`config.mk`:
```
export PLATFORM = sky130hd
export DESIGN_NAME = obj_oam_arbiter
export DESIGN_NICKNAME = d
export VERILOG_FILES = /design/src/rtl/obj_oam_arbiter.sv
export SDC_FILE = /design/constraint.sdc
export NUM_CORES = 1
export LEC_CHECK = 0
export CAP_MARGIN = 20
export CORE_UTILIZATION = 24
export CTS_CLUSTER_SIZE = 28
export DETAILED_ROUTE_END_ITERATION = 8
export PLACE_DENSITY = 0.81
export SLEW_MARGIN = 20
export SYNTH_ARGS = -nofsm -noshare
export SYNTH_HDL_FRONTEND = slang
export SYNTH_SLANG_ARGS = --single-unit
```
`constraint.sdc`:
```
create_clock -name clock -period 1.65 [get_ports clock]
set_input_delay 0.165 -clock clock [delete_from_list [all_inputs] [get_ports clock]]
set_output_delay 0.165 -clock clock [all_outputs]
set_load 0.01 [all_outputs]
```
`src/rtl/obj_oam_arbiter.sv`:
```
// obj_oam_arbiter: shares the OAM port between affine fetch, OBJ scanner and CPU.
// Optional CPU starvation guard enabled by defining OBJ_OAM_STARVE_GUARD_EN.
module obj_oam_arbiter #(
   parameter int STARVE_LIMIT = 8,
   parameter int BURST_LEN    = 4
) (
   input  logic        clock,
   input  logic        reset_n,
   input  logic        attr_req,
   input  logic [7:0]  attr_addr,
   output logic        attr_gnt,
   output logic        attr_rvalid,
   input  logic        obj_req,
   input  logic [7:0]  obj_addr,
   output logic        obj_gnt,
   output logic        obj_rvalid,
   input  logic        cpu_req,
   input  logic        cpu_we,
   input  logic [7:0]  cpu_addr,
   input  logic [31:0] cpu_wdata,
   input  logic [3:0]  cpu_be,
   output logic        cpu_gnt,
   output logic        cpu_rvalid,
   input  logic        forced_blank,
   output logic [31:0] rdata,
   output logic [7:0]  OAM_mem_addr,
   output logic        OAM_mem_we,
   output logic [31:0] OAM_mem_wdata,
   output logic [3:0]  OAM_mem_be,
   input  logic [31:0] OAM_mem_data
);

   localparam int BW = (BURST_LEN < 2) ? 1 : $clog2(BURST_LEN + 1);
   localparam logic [1:0] T_ATTR = 2'd0;
   localparam logic [1:0] T_OBJ  = 2'd1;
   localparam logic [1:0] T_CPU  = 2'd2;

   typedef enum logic {S_ARB, S_BURST} state_t;

   state_t        r_state;
   logic [BW-1:0] r_beat;
   logic [7:0]    r_addr;
   logic          r_rv_valid;
   logic [1:0]    r_rv_tag;

   logic          w_starved;
   logic          w_attr_gnt;
   logic          w_obj_gnt;
   logic          w_cpu_gnt;
   logic          w_any_gnt;
   logic [7:0]    w_gnt_addr;
   logic          w_cpu_wr;

`ifdef OBJ_OAM_STARVE_GUARD_EN
   logic [3:0]    r_starve;

   assign w_starved = (r_starve == 4'(STARVE_LIMIT));

   // Count ARB cycles a pending CPU request is refused, saturating
   always_ff @(posedge clock or negedge reset_n) begin
      if (!reset_n) begin
         r_starve <= 4'd0;
      end else if (!cpu_req || w_cpu_gnt) begin
         r_starve <= 4'd0;
      end else if (r_state == S_ARB && !w_starved) begin
         r_starve <= r_starve + 4'd1;
      end
   end
`else
   assign w_starved = 1'b0;
`endif

   // Grant selection: burst lock, then CPU-first or attr-first priority
   always_comb begin
      w_attr_gnt = 1'b0;
      w_obj_gnt  = 1'b0;
      w_cpu_gnt  = 1'b0;
      if (reset_n) begin
         if (r_state == S_BURST) begin
            w_attr_gnt = attr_req;
         end else if ((forced_blank || w_starved) && cpu_req) begin
            w_cpu_gnt = 1'b1;
         end else if (attr_req) begin
            w_attr_gnt = 1'b1;
         end else if (obj_req) begin
            w_obj_gnt = 1'b1;
         end else if (cpu_req) begin
            w_cpu_gnt = 1'b1;
         end
      end
   end

   assign w_any_gnt  = w_attr_gnt | w_obj_gnt | w_cpu_gnt;
   assign w_cpu_wr   = w_cpu_gnt & cpu_we;
   assign w_gnt_addr = w_attr_gnt ? attr_addr :
                       w_obj_gnt  ? obj_addr  : cpu_addr;

   assign attr_gnt      = w_attr_gnt;
   assign obj_gnt       = w_obj_gnt;
   assign cpu_gnt       = w_cpu_gnt;
   assign OAM_mem_addr  = w_any_gnt ? w_gnt_addr : r_addr;
   assign OAM_mem_we    = w_cpu_wr;
   assign OAM_mem_wdata = w_cpu_wr ? cpu_wdata : 32'd0;
   assign OAM_mem_be    = w_cpu_wr ? cpu_be : 4'd0;

   assign rdata       = OAM_mem_data;
   assign attr_rvalid = r_rv_valid && (r_rv_tag == T_ATTR);
   assign obj_rvalid  = r_rv_valid && (r_rv_tag == T_OBJ);
   assign cpu_rvalid  = r_rv_valid && (r_rv_tag == T_CPU);

   // Burst lock FSM: enter on an attr grant, leave after the last beat
   always_ff @(posedge clock or negedge reset_n) begin
      if (!reset_n) begin
         r_state <= S_ARB;
         r_beat  <= '0;
      end else begin
         unique case (r_state)
            S_ARB: begin
               if (w_attr_gnt && BURST_LEN > 1) begin
                  r_state <= S_BURST;
                  r_beat  <= BW'(1);
               end
            end
            S_BURST: begin
               if (w_attr_gnt) begin
                  if (r_beat == BW'(BURST_LEN - 1)) begin
                     r_state <= S_ARB;
                     r_beat  <= '0;
                  end else begin
                     r_beat <= r_beat + BW'(1);
                  end
               end
            end
            default: begin
               r_state <= S_ARB;
               r_beat  <= '0;
            end
         endcase
      end
   end

   // Hold last address and tag each read grant for next-cycle rvalid
   always_ff @(posedge clock or negedge reset_n) begin
      if (!reset_n) begin
         r_addr     <= 8'd0;
         r_rv_valid <= 1'b0;
         r_rv_tag   <= T_ATTR;
      end else begin
         if (w_any_gnt) begin
            r_addr <= w_gnt_addr;
         end
         r_rv_valid <= w_any_gnt && !w_cpu_wr;
         if (w_attr_gnt) begin
            r_rv_tag <= T_ATTR;
         end else if (w_obj_gnt) begin
            r_rv_tag <= T_OBJ;
         end else if (w_cpu_gnt) begin
            r_rv_tag <= T_CPU;
         end
      end
   end

endmodule
```
==> run summary, run 1 <==
• GR Overflow Total: 0
• pin count of the biggest net entering global routing: 38
• count of maximum capacitance violations: 0
• overall die width: 75.1 um
• number of routed nets with antenna violations: 0
• most frequent cells in the layout: sky130_fd_sc_hd__clkdlybuf4s50_1 (65), sky130_fd_sc_hd__buf_6 (39), sky130_fd_sc_hd__and3_4 (29), sky130_fd_sc_hd__buf_4 (25), sky130_fd_sc_hd__buf_2 (16)
• Routed WL: 5.22 mm
• total of flip-flops plus latches after synthesis: 15
• transition time of the tightest slew-check pin: 292 ps
• number of levels in the clock H-tree: 1
• Worst R2R End: r_addr[6]$_DFF_PN0_
• worst supply voltage drop on vdd: 605 uV
• Layout Skew: 7.87 ps
• largest fanout on the critical path: 7
• filler instances: 483
• startpoint class of the critical path: flip-flop
• Final Worst Setup Slack: -255 ps
• result of the run: finished with violations
• final design instance area without fill: 2890 um2
• TritonCTS buffer count: 3
• required time at the endpoint of the critical path: 1480 ps
• area of the multi-input gates: 791 um2
• Global Route Usage Sum: 16.7%
• growth of design area from synthesis to finish: 126%
• Seq/Total Area, Yosys: 29.3%
• TritonRoute pass-1 iters: 5
• area of all sequential standard cells: 375 um2
• Total Power Consumption: 1590 uW
• clock edge transition at the registers on the reported setup and hold paths: 60 ps
• class of the tightest hold or removal check: input port to asynchronous set/reset pin
• length in cells of the worst reg-to-reg path: 9
• largest cells by area after synthesis: sky130_fd_sc_hd__dfrtp_1 (29%), sky130_fd_sc_hd__buf_4 (19%), sky130_fd_sc_hd__and3_1 (18%)
• placeable core region: 5140 um2
• count of final hold-check violations: 0
• Mean Syn Cell Area: 8.72 um2
• number of instances in the synthesized netlist: 147
• classification of the worst setup path: flip-flop to output pin
• Setup Slack @ Placement: -706 ps
• area fraction of the dominant cell type after synthesis: 29.3%
• worst reg2reg setup slack: -210 ps
• library cell used as clock root buffer: sky130_fd_sc_hd__clkbuf_8
• initial standard-cell utilization of the core: 25.0%
• detailed-route vias per instance: 4.62
• number of antenna violations at the first check in global routing: 0
• critical path endpoint category: output pin
• power share of the sequential group: 30.9%
• Boundary Pins: 182
• commonest non-fill, non-tap cell in the layout: sky130_fd_sc_hd__clkdlybuf4s50_1
• P_sw: 468 uW
• clock share of power: 18.7%
• switch share: 29.4%
• final hold slack: 70.4 ps
• detailed-placement wirelength estimate: 3.67 mm
• routed wire length per instance: 15.5 um
• first-pass GRT wire length: 7.08 mm
• global placement routability congestion: 0.735
• DRC violation total after the first TritonRoute iteration: 33
• number of placement rows: 26
• peak clock frequency supported by timing: 525 MHz
• combinational share of power: 50.4%
• hold buffer count at CTS: 0
• unrepaired setup endpoints after global routing: yes
• total number of vias: 1,558
• shortest clock period the worst path allows after layout: 1910 ps
• Critical R2R Launch: r_state$_DFF_PN0_
• clock latency at the later pin of the worst-skew pair: 250 ps
• Post-Syn Area: 1280 um2
• ratio of cells with drive above 1 in the final layout: 50.6%
• count of port buffers added during placement: 117
• PD cells: 550 nW/um2
• count of clock tree sinks: 15
• die height: 75.1 um
• Yosys warning total: 0
• Final Max Slew Viols: 0
• final routed DRC violation total: 0
• Setup Viol. Count Final: 46
• Antenna diodes: 0
• Die Area: 5640 um2
• clock tree from TritonCTS: yes
• post-detailed-placement cell area: 2440 um2
• crit path DAT: 1740 ps
• Internal Dissipation: 1120 uW
• static leakage power: 0.00132 uW
• buffers from clock root to sink, at most: 2
• share of the clock period used by the worst path after layout: 115%
• Synth Net Count: 247
• Max transition margin: 80.6%
• Total Neg Setup Slack: -8850 ps
• cell type with the largest total area after synthesis: sky130_fd_sc_hd__dfrtp_1
• number of global-route vias before repair: 1,501
• Total Nets Final: 368
• violations in the final reports: setup timing
• library cells used by synthesis: 34
-- metal layers --
metal  track usage (%)  up-vias  part of all wire, %
li1                  -      748                    -
met1              20.0      733                   38
met2              29.3       69                   54
met3              4.42        8                  6.3
met4              4.40        0                  1.1
met5                 0        -                    0
-- power groups by stage --
stage          sequential [uW]  combinational [uW]  clock [uW]
2_1_floorplan              483                 331           0
3_3_place_gp               486                 643           0
3_5_place_dp               495                 658           0
4_1_cts                    491                 771         315
5_1_grt                    499                 863         331
6_report                   491                 801         297
-- cells by family after synthesis --
kind of cell    after synthesis  share of synthesized area, %
simple gates                 58                          28.5
buf+inv                      44                          24.1
compound gates               29                          17.2
flops                        15                          29.3
fa+ha+maj                     1                         0.975
-- sequential cells by signal (all words and copies together) (netlist names) --
register	count
r_rv_valid	1
r_state	1
r_addr	8
r_beat	3
r_rv_tag	2
-- cells in the mapped netlist --
cell type,n
sky130_fd_sc_hd__a21boi_0,1
sky130_fd_sc_hd__a21oi_1,1
sky130_fd_sc_hd__a21oi_2,1
sky130_fd_sc_hd__a222oi_1,3
sky130_fd_sc_hd__a22o_1,1
sky130_fd_sc_hd__a22oi_1,5
sky130_fd_sc_hd__a2bb2oi_1,5
sky130_fd_sc_hd__a31o_2,1
sky130_fd_sc_hd__and2_1,1
sky130_fd_sc_hd__and2b_4,1
sky130_fd_sc_hd__and3_1,36
sky130_fd_sc_hd__and3b_1,2
sky130_fd_sc_hd__buf_2,2
sky130_fd_sc_hd__buf_4,33
sky130_fd_sc_hd__buf_6,2
sky130_fd_sc_hd__clkbuf_1,3
sky130_fd_sc_hd__clkbuf_2,2
sky130_fd_sc_hd__dfrtp_1,15
sky130_fd_sc_hd__ha_1,1
sky130_fd_sc_hd__inv_1,1
sky130_fd_sc_hd__inv_2,1
sky130_fd_sc_hd__nand2_1,6
sky130_fd_sc_hd__nand3_1,3
sky130_fd_sc_hd__nand3b_1,2
sky130_fd_sc_hd__nand4b_1,1
sky130_fd_sc_hd__nand4bb_1,1
sky130_fd_sc_hd__nor2b_1,2
sky130_fd_sc_hd__nor3b_1,1
sky130_fd_sc_hd__o211ai_1,2
sky130_fd_sc_hd__o21a_1,2
sky130_fd_sc_hd__o21ai_0,6
sky130_fd_sc_hd__o21ba_2,1
sky130_fd_sc_hd__or2_2,1
sky130_fd_sc_hd__or2b_1,1
-- worst max path at each step --
stage	to	startpoint	slack, ps	depth (start not counted)
2_1_floorplan	OAM_mem_addr[0]	r_state$_DFF_PN0_	120	4
3_3_place_gp	OAM_mem_be[1]	obj_req	-660	7
3_5_place_dp	OAM_mem_be[1]	obj_req	-710	7
4_1_cts	OAM_mem_addr[3]	r_state$_DFF_PN0_	-250	6
5_1_grt	OAM_mem_addr[3]	r_state$_DFF_PN0_	-390	6
6_report	OAM_mem_addr[2]	r_state$_DFF_PN0_	-260	8
-- worst max-delay path, stage by stage (launching register included) --
cell	delay [ps]
sky130_fd_sc_hd__dfrtp_1	400
sky130_fd_sc_hd__buf_6	130
sky130_fd_sc_hd__nand4bb_1	180
sky130_fd_sc_hd__a21oi_2	170
sky130_fd_sc_hd__buf_12	130
sky130_fd_sc_hd__buf_4	100
sky130_fd_sc_hd__a22oi_1	80
sky130_fd_sc_hd__a2bb2oi_2	150
sky130_fd_sc_hd__buf_2	150
-- what timing repair did --
| action | in CTS | in global routing |
|---|---|---|
| endpoints found under the setup margin | 48 | 49 |
| gates resized for setup | 254 | 32 |
| buffers inserted | 16 | 5 |
| cloned | 3 | 1 |
| pin swaps | 26 | 14 |
-- cell type report --
class	instances	area share, %
clock buffers	3	1.43
repair buffers	158	54.6
flip-flops and latches	15	13.0
clock inverters	1	0.173
well taps	70	3.03
multi-input cells	88	27.3
inverters	2	0.519
-- metrics by stage --
stage | util [%] | std cells
3_5_place_dp | 47.5 | 312
3_3_place_gp | 47.5 | 312
6_report | 56.3 | 337
2_1_floorplan | - | 147
4_1_cts | 53.1 | 335
5_1_grt | 56.3 | 337
(Power assumes the default switching activity.)
==> run 2: changes to the inputs <==
--- a/config.mk
+++ b/config.mk
@@ -6,6 +6,7 @@
 export NUM_CORES = 1
 export LEC_CHECK = 0
 export CAP_MARGIN = 20
+export CORE_MARGIN = 2
 export CORE_UTILIZATION = 24
 export CTS_CLUSTER_SIZE = 28
 export DETAILED_ROUTE_END_ITERATION = 8
==> run summary, run 2 (synthesized netlist as in run 1, its figures left out) <==
• static leakage power: 0.00134 uW, +1.5%
• crit path DAT: 1780 ps, +40 ps
• share of the clock period used by the worst path after layout: 118%, +2.4 points
• ratio of cells with drive above 1 in the final layout: 41.7%, -8.8 points
• length in cells of the worst reg-to-reg path: 9, unchanged
• required time at the endpoint of the critical path: 1480 ps, about the same
• Worst R2R End: r_addr[3]$_DFF_PN0_
• Die Area: 5940 um2, +5.4%
• share of the core filled with cells: 49.4%, -6.9 points
• P_sw: 460 uW, -1.6%
• count of clock tree sinks: 15, unchanged
• growth of design area from synthesis to finish: 98.0%
• library cell used as clock root buffer: sky130_fd_sc_hd__clkbuf_8
• number of routed nets with antenna violations: 0, unchanged
• number of antenna violations at the first check in global routing: 0, unchanged
• largest register by flop count: r_addr
• placeable core region: 5140 um2, unchanged
• number of levels in the clock H-tree: 1, unchanged
• Antenna diodes: 0, unchanged
• leading registers by flop count: r_addr x8, r_beat x3, r_rv_tag x2
• Routed WL: 5.11 mm, -2.1%
• Global Route Usage Sum: 16.9%, +0.21 points
• detailed-route vias per instance: 4.72, +2.0%
• peak clock frequency supported by timing: 514 MHz, -2.0%
• clock edge transition at the registers on the reported setup and hold paths: 60 ps, about the same
• first-pass GRT wire length: 8.20 mm, +16%
• Internal Dissipation: 1100 uW, -2.4%
• flip-flop count of the largest register after layout: 8, unchanged
• startpoint class of the critical path: flip-flop
• clock tree from TritonCTS: yes
• pin count of the biggest net entering global routing: 38, unchanged
• TritonCTS buffer count: 3, unchanged
• result of the run: finished with violations
• commonest non-fill, non-tap cell in the layout: sky130_fd_sc_hd__clkdlybuf4s50_1
• final design instance area without fill: 2540 um2, -12%
• Total Nets Final: 367, -0.27%
• number of placement rows: 26, unchanged
• worst supply voltage drop on vdd: 534 uV, -12%
• clock share of power: 19.1%, +0.4 points
• power share of the sequential group: 31.6%, +0.7 points
• count of port buffers added during placement: 117, unchanged
• largest fanout on the critical path: 6, -1
• shortest clock period the worst path allows after layout: 1940 ps, +39.3 ps
• number of global-route vias before repair: 1,603, +6.8%
• violations in the final reports: setup timing
• area of all sequential standard cells: 375 um2, unchanged
• Final Max Slew Viols: 0, unchanged
• Final Worst Setup Slack: -295 ps, -39.3 ps
• Critical Path Source: r_state$_DFF_PN0_
• critical path endpoint category: output pin
• overall die width: 77.1 um, +2.7%
• DRC violation total after the first TritonRoute iteration: 39, +18%
• Boundary Pins: 182, unchanged
• GR peak layer: met2
• Max transition margin: 79.2%, -1.4 points
• die height: 77.1 um, +2.7%
• post-detailed-placement cell area: 2410 um2, -1.0%
• most frequent cells in the layout: sky130_fd_sc_hd__clkdlybuf4s50_1 (66), sky130_fd_sc_hd__buf_2 (45), sky130_fd_sc_hd__and3_1 (35), sky130_fd_sc_hd__buf_4 (27), sky130_fd_sc_hd__dfrtp_1 (15)
• detailed-placement wirelength estimate: 3.63 mm, -0.92%
• combinational share of power: 49.3%, -1.1 points
• filler instances: 515, +6.6%
• global placement routability congestion: 0.823, +12%
• hold buffer count at CTS: 0, unchanged
• clock latency at the later pin of the worst-skew pair: 240 ps, about the same
• worst reg2reg setup slack: -220 ps, about the same
• GR Overflow Total: 0, unchanged
• met2 usage in global routing: 28.9%, -0.38 points
• class of the tightest hold or removal check: input port to asynchronous set/reset pin
• classification of the worst setup path: flip-flop to output pin
• initial standard-cell utilization of the core: 25.0%, unchanged
• Layout Skew: 0.985 ps, -6.88 ps
• global-route met1 utilization: 20.0%, -0.076 points
• count of maximum capacitance violations: 0, unchanged
• TritonRoute pass-1 iters: 4, -1
• final routed DRC violation total: 0, unchanged
• PD cells: 612 nW/um2, +11%
• Setup Viol. Count Final: 48, +4.3%
• buffers from clock root to sink, at most: 2, unchanged
• Critical R2R Launch: r_state$_DFF_PN0_
• final hold slack: 135 ps, +64.4 ps
• routed wire length per instance: 15.2 um, -1.8%
• area of the multi-input gates: 681 um2, -14%
• met3 GRT Util: 5.41%, +0.99 points
• count of final hold-check violations: 0, unchanged
• total number of vias: 1,585, +1.7%
• unrepaired setup endpoints after global routing: yes
• transition time of the tightest slew-check pin: 312 ps, +20.5 ps
• switch share: 29.6%, +0.18 points
==> run 2: worst max path at each step <==
stage,slack (ps),end,cells past startpoint
after CTS,-240,OAM_mem_addr[2],7
final,-290,OAM_mem_addr[7],6
after global placement,-700,OAM_mem_wdata[2],7
after global routing,-440,OAM_mem_addr[7],6
after detailed placement,-700,OAM_mem_addr[0],6
after floorplan,120,OAM_mem_addr[0],4
==> run 2: repair_timing <==
action	CTS	global route
pin swaps	16	8
gates cloned	2	1
resized for setup	223	10
endpoints found under the setup margin	48	51
setup buffers	16	5
==> run 2: area by class of cell <==
cell class / instances / area share (%)
clock buffer: 3 / 1.63
timing repair buffer: 156 / 52.6
sequential: 15 / 14.8
tap: 70 / 3.45
inverter: 2 / 0.591
clock inverter: 1 / 0.197
multi-input combinational: 89 / 26.8
==> run 2: metal layers <==
| metal | share of wire (%) | routed length, um |
|---|---|---|
| met5 | 0 | 0 |
| met4 | 1.2 | 61 |
| met3 | 9.5 | 485 |
| met2 | 51 | 2620 |
| met1 | 38 | 1940 |
==> run 2: power groups by stage <==
stage	Sequential [uW]	Combinational [uW]	Clock, uW
after CTS	490	762	306
after global placement	488	632	0
after global routing	501	829	328
after detailed placement	492	643	0
after floorplan	483	331	0
final	492	767	297
==> run 2: critical path, stage by stage (launching register included) <==
cell,delay (ps)
sky130_fd_sc_hd__dfrtp_1,400
sky130_fd_sc_hd__nand3b_1,190
sky130_fd_sc_hd__buf_4,150
sky130_fd_sc_hd__and2b_4,190
sky130_fd_sc_hd__a222oi_1,310
sky130_fd_sc_hd__nand2_1,130
sky130_fd_sc_hd__buf_2,160
==> run 2: stage by stage <==
stage / power [uW] / setup TNS, ps / setup slack, ps / cells
CTS: 1560 / -7060 / -239 / 334
global route: 1660 / -9800 / -440 / 336
floorplan: 814 / 0 / 116 / 147
detailed placement: 1130 / -31840 / -702 / 312
global placement: 1120 / -30440 / -699 / 312
finish: 1560 / -6010 / -295 / 336
